==> config.mk <==
export PLATFORM = sky130hd
export DESIGN_NAME = pipeline_hazard_ctrl_flat
export DESIGN_NICKNAME = d
export VERILOG_FILES = /design/src/rtl/pipeline_hazard_ctrl_if.sv /design/src/rtl/pipeline_hazard_ctrl.sv /design/src/flat_wrapper.sv
export SDC_FILE = /design/constraint.sdc
export NUM_CORES = 1
export LEC_CHECK = 0
export ABC_AREA = 1
export ABC_CLOCK_PERIOD_IN_PS = 4000
export BUFFER_PORTS_ARGS = -buffer_cell sky130_fd_sc_hd__buf_2
export CAP_MARGIN = 20
export CORE_MARGIN = 2
export CORE_UTILIZATION = 45
export DETAILED_ROUTE_END_ITERATION = 12
export HOLD_SLACK_MARGIN = 0.08
export PLACE_DENSITY = 0.73
export SETUP_SLACK_MARGIN = 0.1
export SYNTH_ARGS = -nofsm -noshare
export SYNTH_HDL_FRONTEND = slang
export SYNTH_SLANG_ARGS = --single-unit
==> constraint.sdc <==
create_clock -name CLK -period 4 [get_ports CLK]
set_input_delay 1.2 -clock CLK [delete_from_list [all_inputs] [get_ports CLK]]
set_output_delay 1.2 -clock CLK [all_outputs]
set_load 0.1 [all_outputs]
==> src/rtl/pipeline_hazard_ctrl_if.sv <==
// Signal bundle between the pipeline latches/datapath (master) and the hazard controller (slave).
// Carries the ID/EX control fields and cache status in, and the latch/PC enables and flushes out.
interface pipeline_hazard_ctrl_if #(
    parameter int STALL_CNT_W = 16
);
    logic [4:0]             rs_id;
    logic [4:0]             rt_id;
    logic                   uses_rt_id;
    logic                   dREN_ex;
    logic                   RegWr_ex;
    logic [4:0]             wsel_ex;
    logic                   jumpFlush_ex;
    logic                   branch_taken_ex;
    logic                   halt_ex;
    logic                   dmemreq_mem;
    logic                   dhit;
    logic                   ihit;
    logic                   pc_en;
    logic                   ifid_en;
    logic                   ifid_flush;
    logic                   idex_en;
    logic                   idex_flush;
    logic                   exmem_en;
    logic                   halted;
    logic [STALL_CNT_W-1:0] stall_cnt;

    modport master (
        output rs_id, rt_id, uses_rt_id, dREN_ex, RegWr_ex, wsel_ex, jumpFlush_ex,
               branch_taken_ex, halt_ex, dmemreq_mem, dhit, ihit,
        input  pc_en, ifid_en, ifid_flush, idex_en, idex_flush, exmem_en, halted, stall_cnt
    );

    modport slave (
        input  rs_id, rt_id, uses_rt_id, dREN_ex, RegWr_ex, wsel_ex, jumpFlush_ex,
               branch_taken_ex, halt_ex, dmemreq_mem, dhit, ihit,
        output pc_en, ifid_en, ifid_flush, idex_en, idex_flush, exmem_en, halted, stall_cnt
    );
endinterface

==> src/rtl/pipeline_hazard_ctrl.sv <==
// Pipeline hazard controller: load-use stalls, memory-wait freezes, jump/branch flushes
// and the halt drain sequence, driving the IF/ID, ID/EX, EX/MEM latch controls and PC enable.
module pipeline_hazard_ctrl #(
    parameter int DRAIN_CYCLES = 3,
    parameter int STALL_CNT_W  = 16
) (
    input  logic                  CLK,
    input  logic                  RST,
    pipeline_hazard_ctrl_if.slave hz
);

    localparam int DW = (DRAIN_CYCLES > 1) ? $clog2(DRAIN_CYCLES) : 1;
    localparam logic [DW-1:0] DRAIN_LOAD = DW'(DRAIN_CYCLES - 1);

    typedef enum logic [1:0] {
        S_RESET,
        S_RUN,
        S_DRAIN,
        S_HALTED
    } state_t;

    state_t                 state;
    logic [DW-1:0]          drain_cnt;
    logic [STALL_CNT_W-1:0] stall_cnt;

    logic mem_wait;
    logic load_use;
    logic pc_en;
    logic ifid_en;
    logic ifid_flush;
    logic idex_en;
    logic idex_flush;
    logic exmem_en;
    logic halted;

    function automatic logic [STALL_CNT_W-1:0] sat_inc(input logic [STALL_CNT_W-1:0] v);
        if (&v) return v;
        return v + {{(STALL_CNT_W-1){1'b0}}, 1'b1};
    endfunction

    assign mem_wait = hz.dmemreq_mem & ~hz.dhit;

    // Register 0 is hard-wired, so a load targeting it can never create a dependency.
    assign load_use = hz.dREN_ex & hz.RegWr_ex & (hz.wsel_ex != 5'd0) &
                      ((hz.wsel_ex == hz.rs_id) | (hz.uses_rt_id & (hz.wsel_ex == hz.rt_id)));

    always_comb begin
        pc_en      = 1'b0;
        ifid_en    = 1'b0;
        ifid_flush = 1'b0;
        idex_en    = 1'b0;
        idex_flush = 1'b0;
        exmem_en   = 1'b0;
        halted     = 1'b0;
        case (state)
            S_RESET: begin
                ifid_flush = 1'b1;
                idex_flush = 1'b1;
            end
            S_RUN: begin
                if (mem_wait) begin
                    // Full freeze: every latch holds so the blocked condition is re-seen next cycle.
                end else if (hz.halt_ex) begin
                    ifid_flush = 1'b1;
                    idex_flush = 1'b1;
                    exmem_en   = 1'b1;
                end else if (hz.jumpFlush_ex | hz.branch_taken_ex) begin
                    pc_en      = 1'b1;
                    ifid_flush = 1'b1;
                    idex_flush = 1'b1;
                    exmem_en   = 1'b1;
                end else if (load_use) begin
                    idex_flush = 1'b1;
                    exmem_en   = 1'b1;
                end else if (!hz.ihit) begin
                    ifid_flush = 1'b1;
                    idex_en    = 1'b1;
                    exmem_en   = 1'b1;
                end else begin
                    pc_en    = 1'b1;
                    ifid_en  = 1'b1;
                    idex_en  = 1'b1;
                    exmem_en = 1'b1;
                end
            end
            S_DRAIN: begin
                ifid_flush = 1'b1;
                idex_flush = 1'b1;
                exmem_en   = ~mem_wait;
            end
            default: begin
                ifid_flush = 1'b1;
                idex_flush = 1'b1;
                halted     = 1'b1;
            end
        endcase
    end

    always_ff @(posedge CLK or posedge RST) begin
        if (RST) begin
            state     <= S_RESET;
            drain_cnt <= '0;
            stall_cnt <= '0;
        end else begin
            case (state)
                S_RESET: state <= S_RUN;
                S_RUN: begin
                    if (!pc_en) stall_cnt <= sat_inc(stall_cnt);
                    if (!mem_wait && hz.halt_ex) begin
                        state     <= S_DRAIN;
                        drain_cnt <= DRAIN_LOAD;
                    end
                end
                S_DRAIN: begin
                    // The drain only advances on cycles where EX/MEM actually moves.
                    if (!mem_wait) begin
                        if (drain_cnt == '0) state <= S_HALTED;
                        else drain_cnt <= drain_cnt - DW'(1);
                    end
                end
                S_HALTED: state <= S_HALTED;
                default:  state <= S_RESET;
            endcase
        end
    end

    assign hz.pc_en      = pc_en;
    assign hz.ifid_en    = ifid_en;
    assign hz.ifid_flush = ifid_flush;
    assign hz.idex_en    = idex_en;
    assign hz.idex_flush = idex_flush;
    assign hz.exmem_en   = exmem_en;
    assign hz.halted     = halted;
    assign hz.stall_cnt  = stall_cnt;

endmodule
==> src/flat_wrapper.sv <==
// flat-port wrapper written by rule: the top's interface ports become plain ports
module pipeline_hazard_ctrl_flat 
#(
    parameter int DRAIN_CYCLES = 3,
    parameter int STALL_CNT_W  = 16
)
  (CLK, RST, hz_rs_id, hz_rt_id, hz_uses_rt_id, hz_dREN_ex, hz_RegWr_ex, hz_wsel_ex, hz_jumpFlush_ex, hz_branch_taken_ex, hz_halt_ex, hz_dmemreq_mem, hz_dhit, hz_ihit, hz_pc_en, hz_ifid_en, hz_ifid_flush, hz_idex_en, hz_idex_flush, hz_exmem_en, hz_halted, hz_stall_cnt);
  pipeline_hazard_ctrl_if #(.STALL_CNT_W(STALL_CNT_W)) hz_i ();
  input  logic CLK;
  input  logic RST;
  input wire logic [$bits(hz_i.rs_id)-1:0] hz_rs_id;
  input wire logic [$bits(hz_i.rt_id)-1:0] hz_rt_id;
  input wire logic [$bits(hz_i.uses_rt_id)-1:0] hz_uses_rt_id;
  input wire logic [$bits(hz_i.dREN_ex)-1:0] hz_dREN_ex;
  input wire logic [$bits(hz_i.RegWr_ex)-1:0] hz_RegWr_ex;
  input wire logic [$bits(hz_i.wsel_ex)-1:0] hz_wsel_ex;
  input wire logic [$bits(hz_i.jumpFlush_ex)-1:0] hz_jumpFlush_ex;
  input wire logic [$bits(hz_i.branch_taken_ex)-1:0] hz_branch_taken_ex;
  input wire logic [$bits(hz_i.halt_ex)-1:0] hz_halt_ex;
  input wire logic [$bits(hz_i.dmemreq_mem)-1:0] hz_dmemreq_mem;
  input wire logic [$bits(hz_i.dhit)-1:0] hz_dhit;
  input wire logic [$bits(hz_i.ihit)-1:0] hz_ihit;
  output wire logic [$bits(hz_i.pc_en)-1:0] hz_pc_en;
  output wire logic [$bits(hz_i.ifid_en)-1:0] hz_ifid_en;
  output wire logic [$bits(hz_i.ifid_flush)-1:0] hz_ifid_flush;
  output wire logic [$bits(hz_i.idex_en)-1:0] hz_idex_en;
  output wire logic [$bits(hz_i.idex_flush)-1:0] hz_idex_flush;
  output wire logic [$bits(hz_i.exmem_en)-1:0] hz_exmem_en;
  output wire logic [$bits(hz_i.halted)-1:0] hz_halted;
  output wire logic [$bits(hz_i.stall_cnt)-1:0] hz_stall_cnt;
  assign hz_i.rs_id = hz_rs_id;
  assign hz_i.rt_id = hz_rt_id;
  assign hz_i.uses_rt_id = hz_uses_rt_id;
  assign hz_i.dREN_ex = hz_dREN_ex;
  assign hz_i.RegWr_ex = hz_RegWr_ex;
  assign hz_i.wsel_ex = hz_wsel_ex;
  assign hz_i.jumpFlush_ex = hz_jumpFlush_ex;
  assign hz_i.branch_taken_ex = hz_branch_taken_ex;
  assign hz_i.halt_ex = hz_halt_ex;
  assign hz_i.dmemreq_mem = hz_dmemreq_mem;
  assign hz_i.dhit = hz_dhit;
  assign hz_i.ihit = hz_ihit;
  assign hz_pc_en = hz_i.pc_en;
  assign hz_ifid_en = hz_i.ifid_en;
  assign hz_ifid_flush = hz_i.ifid_flush;
  assign hz_idex_en = hz_i.idex_en;
  assign hz_idex_flush = hz_i.idex_flush;
  assign hz_exmem_en = hz_i.exmem_en;
  assign hz_halted = hz_i.halted;
  assign hz_stall_cnt = hz_i.stall_cnt;
  pipeline_hazard_ctrl #(.DRAIN_CYCLES(DRAIN_CYCLES), .STALL_CNT_W(STALL_CNT_W)) u_core (.CLK(CLK), .RST(RST), .hz(hz_i));
endmodule
==> metrics.md, run 1 <==
| Metric | Value |
|---|---|
| Run status | complete, no violations |
| Sink Count | 20 |
| DR iter-0 viols | 66 |
| Port buffer count | 48 |
| RSZ-0062 raised after global routing | no |
| Min Hold Slack | between 500 and 600 ps |
| TritonCTS buffer count | 3 |
| Post_cts resized | 0 |
| Die area | a little over 0.004 sq mm |
| Worst slew pin tran | between 700 and 800 ps |
| Primary FF master, synth | dfrtp_1 |
| Synth Instances | ~230 |
| Clock Latency Late Sink | about 320 ps |
| Chip Width | between 60 and 70 microns |
| Gpl congestion | between 0.9 and 1 |
| Clk slew on worst S/H paths | 110 ps |
| Hold Crit Start | u_core.hz.stall_cnt[13] |
| Count leader, synth | nand2_1 |
| Cell Area, Synth | roughly 0.0016 sq mm |
| EDFF count, synth | 0 |
| R2R cell count | 10 |
| Peak supply drop | ~420 uV |
| Pin count of the biggest net entering global routing | 24 |
| Core area | approximately 0.0034 sq mm |
| Area leader, netlist | dfrtp_1 |
| Total gr overflow | 0 |
| Async S/R FF share, synth | between 90% and 100% |
| CP endpoint kind | output port |
| Register area | 500 sq um |
| Reg-to-Reg End | u_core.hz.stall_cnt[0] |
| Headroom to the max-slew limit | between 50% and 60% |
| Ranking of synthesized cells by area | dfrtp_1 (31%), nand2_1 (18%), inv_1 (8.5%), nand4_1 (7.0%), ha_1 (5.5%) |
| Syn Area/Cell | between 6 and 7 sq um |
| Design Power | 1080 uW |
| Post-DP HPWL | about 2.6 mm |
| Fill cells | about 340 |
| Clk buf depth | 2 |
| 1st-pass router iterations | 4 |
| Netlist cell types | 25 |
| Worst path required time | about 2800 ps |
| Die Span Y | ~64 microns |
| Vias/cell | 4.78 |
| Ant diodes | 0 |
| Via count | about 1600 |
| Switching component of the power | 599 uW |
| Pre-CTS setup slack | ~320 ps |
| DRC | 0 |
| Critical path fanouts, max | 4 |
| CTS Root Cell | clkbuf_4 |
| Layout cell share with drive strength beyond 1 | 25.2% |
| First-pass GRT wire length | roughly 6.1 mm |
| Gr usage total | roughly 18% |
| R2r setup slk | between 1500 and 2000 ps |
| Synth Net Count | 267 |
| Launch point of the worst path | hz_wsel_ex[1] |
| Hold WC Path Type | reg2reg |
| Leakage | between 0.001 and 0.0015 uW |
| Worst Skew | roughly 17 ps |
| CP Launch Type | input pin |
| Remaining antenna violation count after routing | 0 |
| Flops & latches, synth | 20 |
| Share of the synthesized area in the top cell type | between 30% and 40% |
| Clock power frac | around 16% |
| Final #Nets | 316 |
| Busiest grt layer | met2 |
| Final min period | 3670 ps |
| Final Util | about 58% |
| H-Tree Level Count | 1 |
| Ports | a little under 50 |
| CTS tree | yes |
| PD cells | 556 mW/mm^2 |
| Int Power | 478 uW |
| # Post-CTS Setup Buffers | 0 |
| List of most frequent post-synthesis cells | nand2_1 (77), inv_1 (36), dfrtp_1 (20), nor2_1 (19), nand4_1 (18) |
| Yosys warns | 0 |
| Overall routed net length | between 3 and 4 mm |
| Setup TNS | 0 ps |
| Area of the multi-input gates | 910 sq um |
| Hold_buf cts | 0 |
| Worst r2r src | u_core.hz.stall_cnt[0] |
| Met1 capacity usage during global routing | about a quarter |
| Worst Hold Depth | 2 |
| Endpoints failing setup | 0 |
| Avg WL per Cell | 10.3 microns |
| Initial Util | 47.5% |
| Final Hold Vio Count | 0 |
| Crit Path Class | in2out |
| Register area share after synthesis | 31.3% |
| M3 GR Usage | around 3.6% |
| Number of global-route vias before repair | roughly 1500 |
| Switching share of power | approximately 56% |
| Slew Limit Fails | 0 |
| Met2 usage | between 30% and 40% |
| Fmax achieved | 272 MHz |
| Setup WS post-layout | about 330 ps |
| Combinational power share | around 57% |
| Worst Hold End | u_core.hz.stall_cnt[13] |
| Std-Cell Rows | 21 |
| Critical path arrival | 2470 ps |
| Layout area overhead | 21.1% |
| Initial antenna violation count | 0 |
| Sequential Power Share | between 20% and 30% |
| Number of max-cap violations | 0 |
| Final period util | between 90% and 100% |
## worst max-delay path by stage
stage                    end
2_1_floorplan     hz_ifid_en
3_3_place_gp   hz_idex_flush
3_5_place_dp   hz_idex_flush
4_1_cts        hz_idex_flush
5_1_grt        hz_idex_flush
6_report       hz_idex_flush
## stage by stage
stage | area, sq um | cells
after CTS | 1940 | 328
after floorplan | 1610 | 234
after global placement | 1880 | 324
final | 1940 | 328
after detailed placement | 1880 | 324
after global routing | 1940 | 328
## state kept, by name, summed over array words and instances, names as in the netlist
register	count
u_core.drain_cnt	2
u_core.hz.stall_cnt	16
u_core.state	2
## layout make-up
class | count | share of cell area [%]
clock buffers | 3 | 1.16
flip-flops and latches | 20 | 25.8
repair buffers | 50 | 14.0
inverters | 39 | 7.56
well taps | 46 | 2.97
clock inverters | 1 | 1.55
multi-input cells | 169 | 47.0
## cells by family (layout without fill, tap and decap cells)
family	after synthesis	count (layout)	share of synthesized area, %
buf+inv	45	93	12.3
fa+ha+maj	7	7	5.48
simple gates	144	144	43.0
xor+xnor	9	9	4.93
flops	20	20	31.3
compound gates	9	9	3.05
## routing by layer
metal | vias to the layer above | share of wire [%] | routed length, microns
met5 | - | 0 | 0
met4 | 0 | 0.30 | 10
met3 | 2 | 4.5 | 152
met2 | 30 | 47 | 1600
met1 | 699 | 48 | 1620
li1 | 838 | - | -
## critical path, cell delays in order
cell and delay, ps:
buf_2 110, inv_1 50, nand2_1 50, nand2_1 50, nor2_1 130, nand3_1 80, nand2_1 60, nand2_1 70
nand2_1 130, nand2_1 60, nand2_1 60, buf_2 420
## placed cells by master (no fill, tap or decap), types with 3 or more instances in the layout
cell and count:
xor2_1 4, ha_1 7, clkbuf_4 3, buf_2 47, inv_2 3, o21ai_0 6, dfrtp_1 20, xnor2_1 5
inv_1 36, nand3_1 11, nor3_1 5, nand3_2 6, nand2_1 77, nor2_1 18, nand4_1 18
## power by group through the flow
| stage | clock [uW] | combinational (uW) | sequential, uW |
|---|---|---|---|
| 6_report | 170 | 618 | 289 |
| 5_1_grt | 183 | 670 | 297 |
| 4_1_cts | 173 | 624 | 289 |
| 3_5_place_dp | 0 | 622 | 293 |
| 3_3_place_gp | 0 | 615 | 292 |
| 2_1_floorplan | 0 | 364 | 438 |
(Power assumes the default switching activity.)
==> inputs of run 2 (changes only) <==
--- a/config.mk
+++ b/config.mk
@@ -9,6 +9,7 @@
 export ABC_CLOCK_PERIOD_IN_PS = 4000
 export BUFFER_PORTS_ARGS = -buffer_cell sky130_fd_sc_hd__buf_2
 export CAP_MARGIN = 20
+export CORE_ASPECT_RATIO = 1.4
 export CORE_MARGIN = 2
 export CORE_UTILIZATION = 45
 export DETAILED_ROUTE_END_ITERATION = 12
==> run 2 against run 1 <==
Effect of this change:
- sequential power barely moved
- sequential share of layout area rose by 0.067 points
- total power fell by 0.57%
==> metrics.md, run 2 (synthesis gave the netlist of run 1 again) <==
| Metric | Value |
|---|---|
| RSZ-0062 raised after global routing | no |
| H-Tree Level Count | 1 |
| Overall routed net length | around 3.6 mm |
| Die area | between 0.004 and 0.005 sq mm |
| Gpl congestion | approximately 0.8 |
| Total gr overflow | 0 |
| Worst path cell trace | buf_2, inv_1, nand2_1, nand2_1, nor2_1, nand3_1, nand2_1, nand2_1, nand2_1, nand2_1, nand2_1, buf_2 |
| CTS tree | yes |
| Hold_buf cts | 0 |
| Met1 capacity usage during global routing | 21.3% |
| Clock Latency Late Sink | 270 ps |
| Clk buf depth | 2 |
| Number of global-route vias before repair | ~1500 |
| Final #Nets | between 300 and 400 |
| DR iter-0 viols | a little over 50 |
| Initial antenna violation count | 0 |
| Run status | complete, no violations |
| Ant diodes | 0 |
| Hold WC Path Type | reg2reg |
| 1st-pass router iterations | 4 |
| Slew Limit Fails | 0 |
| Largest registers | u_core.hz.stall_cnt: 16 flops, u_core.drain_cnt: 2 flops, u_core.state: 2 flops |
| Chip Width | 54.4 microns |
| Design Power | 1070 uW |
| Final min period | roughly 3600 ps |
| Setup WS post-layout | roughly 360 ps |
| CTS Root Cell | clkbuf_8 |
| Final period util | about nine tenths |
| Initial Util | 47.3% |
| Pin count of the biggest net entering global routing | 24 |
| PD cells | 554 mW/mm^2 |
| DRC | 0 |
| Sink Count | 20 |
| Most frequent cells in the layout | nand2_1 (77), buf_2 (47), inv_1 (36), dfrtp_1 (20) |
| CP endpoint kind | output port |
| Endpoints failing setup | 0 |
| Port buffer count | 48 |
| Layout area overhead | 20.8% |
| Via count | around 1600 |
| Core area | between 0.003 and 0.004 sq mm |
| Crit Path Class | in2out |
| Post_cts resized | 0 |
| # Post-CTS Setup Buffers | 0 |
| Top reg by flops | u_core.hz.stall_cnt |
| Ports | between 40 and 50 |
| Std-Cell Rows | 25 |
| Worst path required time | 2800 ps |
| Most common cell after layout, fill and taps aside | nand2_1 |
| Layout cell share with drive strength beyond 1 | between 20% and 30% |
| Peak supply drop | roughly 520 uV |
| Post-DP HPWL | 2.74 mm |
| Final Util | a little under three fifths |
| Critical path arrival | 2440 ps |
| Number of max-cap violations | 0 |
| Critical path fanouts, max | 3 |
| First-pass GRT wire length | around 6.0 mm |
| Final Hold Vio Count | 0 |
| Gr usage total | roughly 20% |
| Busiest grt layer | met2 |
| Avg WL per Cell | around 11 microns |
| Slowest Stage Delay on Critical Path | 420 ps |
| Fmax achieved | 274 MHz |
| Die Span Y | approximately 75 microns |
| Clk slew on worst S/H paths | around 70 ps |
| Met2 usage | 37.2% |
| TritonCTS buffer count | 3 |
| Top cell by count, worst path | nand2_1 |
| Worst slew pin tran | roughly 780 ps |
| Remaining antenna violation count after routing | 0 |
| Slowest stage cell, crit path | buf_2 |
| CP Launch Type | input pin |
| Vias/cell | 5.00 |
| Worst Skew | ~0.94 ps |
| Max reg flops | 16 |
| Leakage | approximately 0.0011 uW |
| M3 GR Usage | 2.41% |
| Pre-CTS setup slack | roughly 330 ps |
| Headroom to the max-slew limit | 47.9% |
run 2: cell types whose count changed in the layout (fill, tap and decap cells not counted), sizes merged:
cell	change
clkbuf	+1
bufinv	-1
run 2: through the flow:
| step | instances | hold WS (ps) | setup TNS (ps) | instance area [sq um] |
|---|---|---|---|---|
| 2_1_floorplan | 234 | 493 | -64.0 | 1610 |
| 3_3_place_gp | 318 | 510 | 0 | 1880 |
| 3_5_place_dp | 318 | 526 | 0 | 1880 |
| 4_1_cts | 322 | 546 | 0 | 1930 |
| 5_1_grt | 322 | 563 | 0 | 1930 |
| 6_report | 322 | 537 | 0 | 1930 |
run 2: where the power goes:
part           total (uW)  leakage (uW)  internal (uW)  switching [uW]
Combinational         621      0.000844            133             488
Clock                 160     0.0000288           87.9            71.7
Sequential            290      0.000262            244            45.5
run 2: layout make-up:
type                       count  area (sq um)
inverter                      39           146
fill                         351          1450
clock buffer                   4          55.1
timing repair buffer          50           270
sequential                    20           500
tap                           40          50.0
multi-input combinational    169           910
run 2: worst paths after layout:
check | from | to | slack, ps | cells after the start
min in group asynchronous | RST | u_core.hz.stall_cnt[0] | 1060 | 2
max reg2reg | u_core.hz.stall_cnt[0] | u_core.hz.stall_cnt[15] | 1970 | 10
max in group asynchronous | RST | u_core.drain_cnt[0] | 2450 | 2
min | u_core.hz.stall_cnt[1] | u_core.hz.stall_cnt[1] | 540 | 2
max | hz_wsel_ex[2] | hz_idex_flush | 360 | 12
min reg2reg | u_core.hz.stall_cnt[1] | u_core.hz.stall_cnt[1] | 540 | 2
run 2: per-layer routing:
metal / share of wire (%) / wire length (microns)
met1: 42 / 1480
met2: 53 / 1880
met3: 3.5 / 123
met4: 2.1 / 75
met5: 0 / 0
run 2: critical path: cells and delay by family:
family | cells | cell delay (ps)
AND/OR/NAND/NOR | 9 | 660
buffers and inverters | 3 | 580
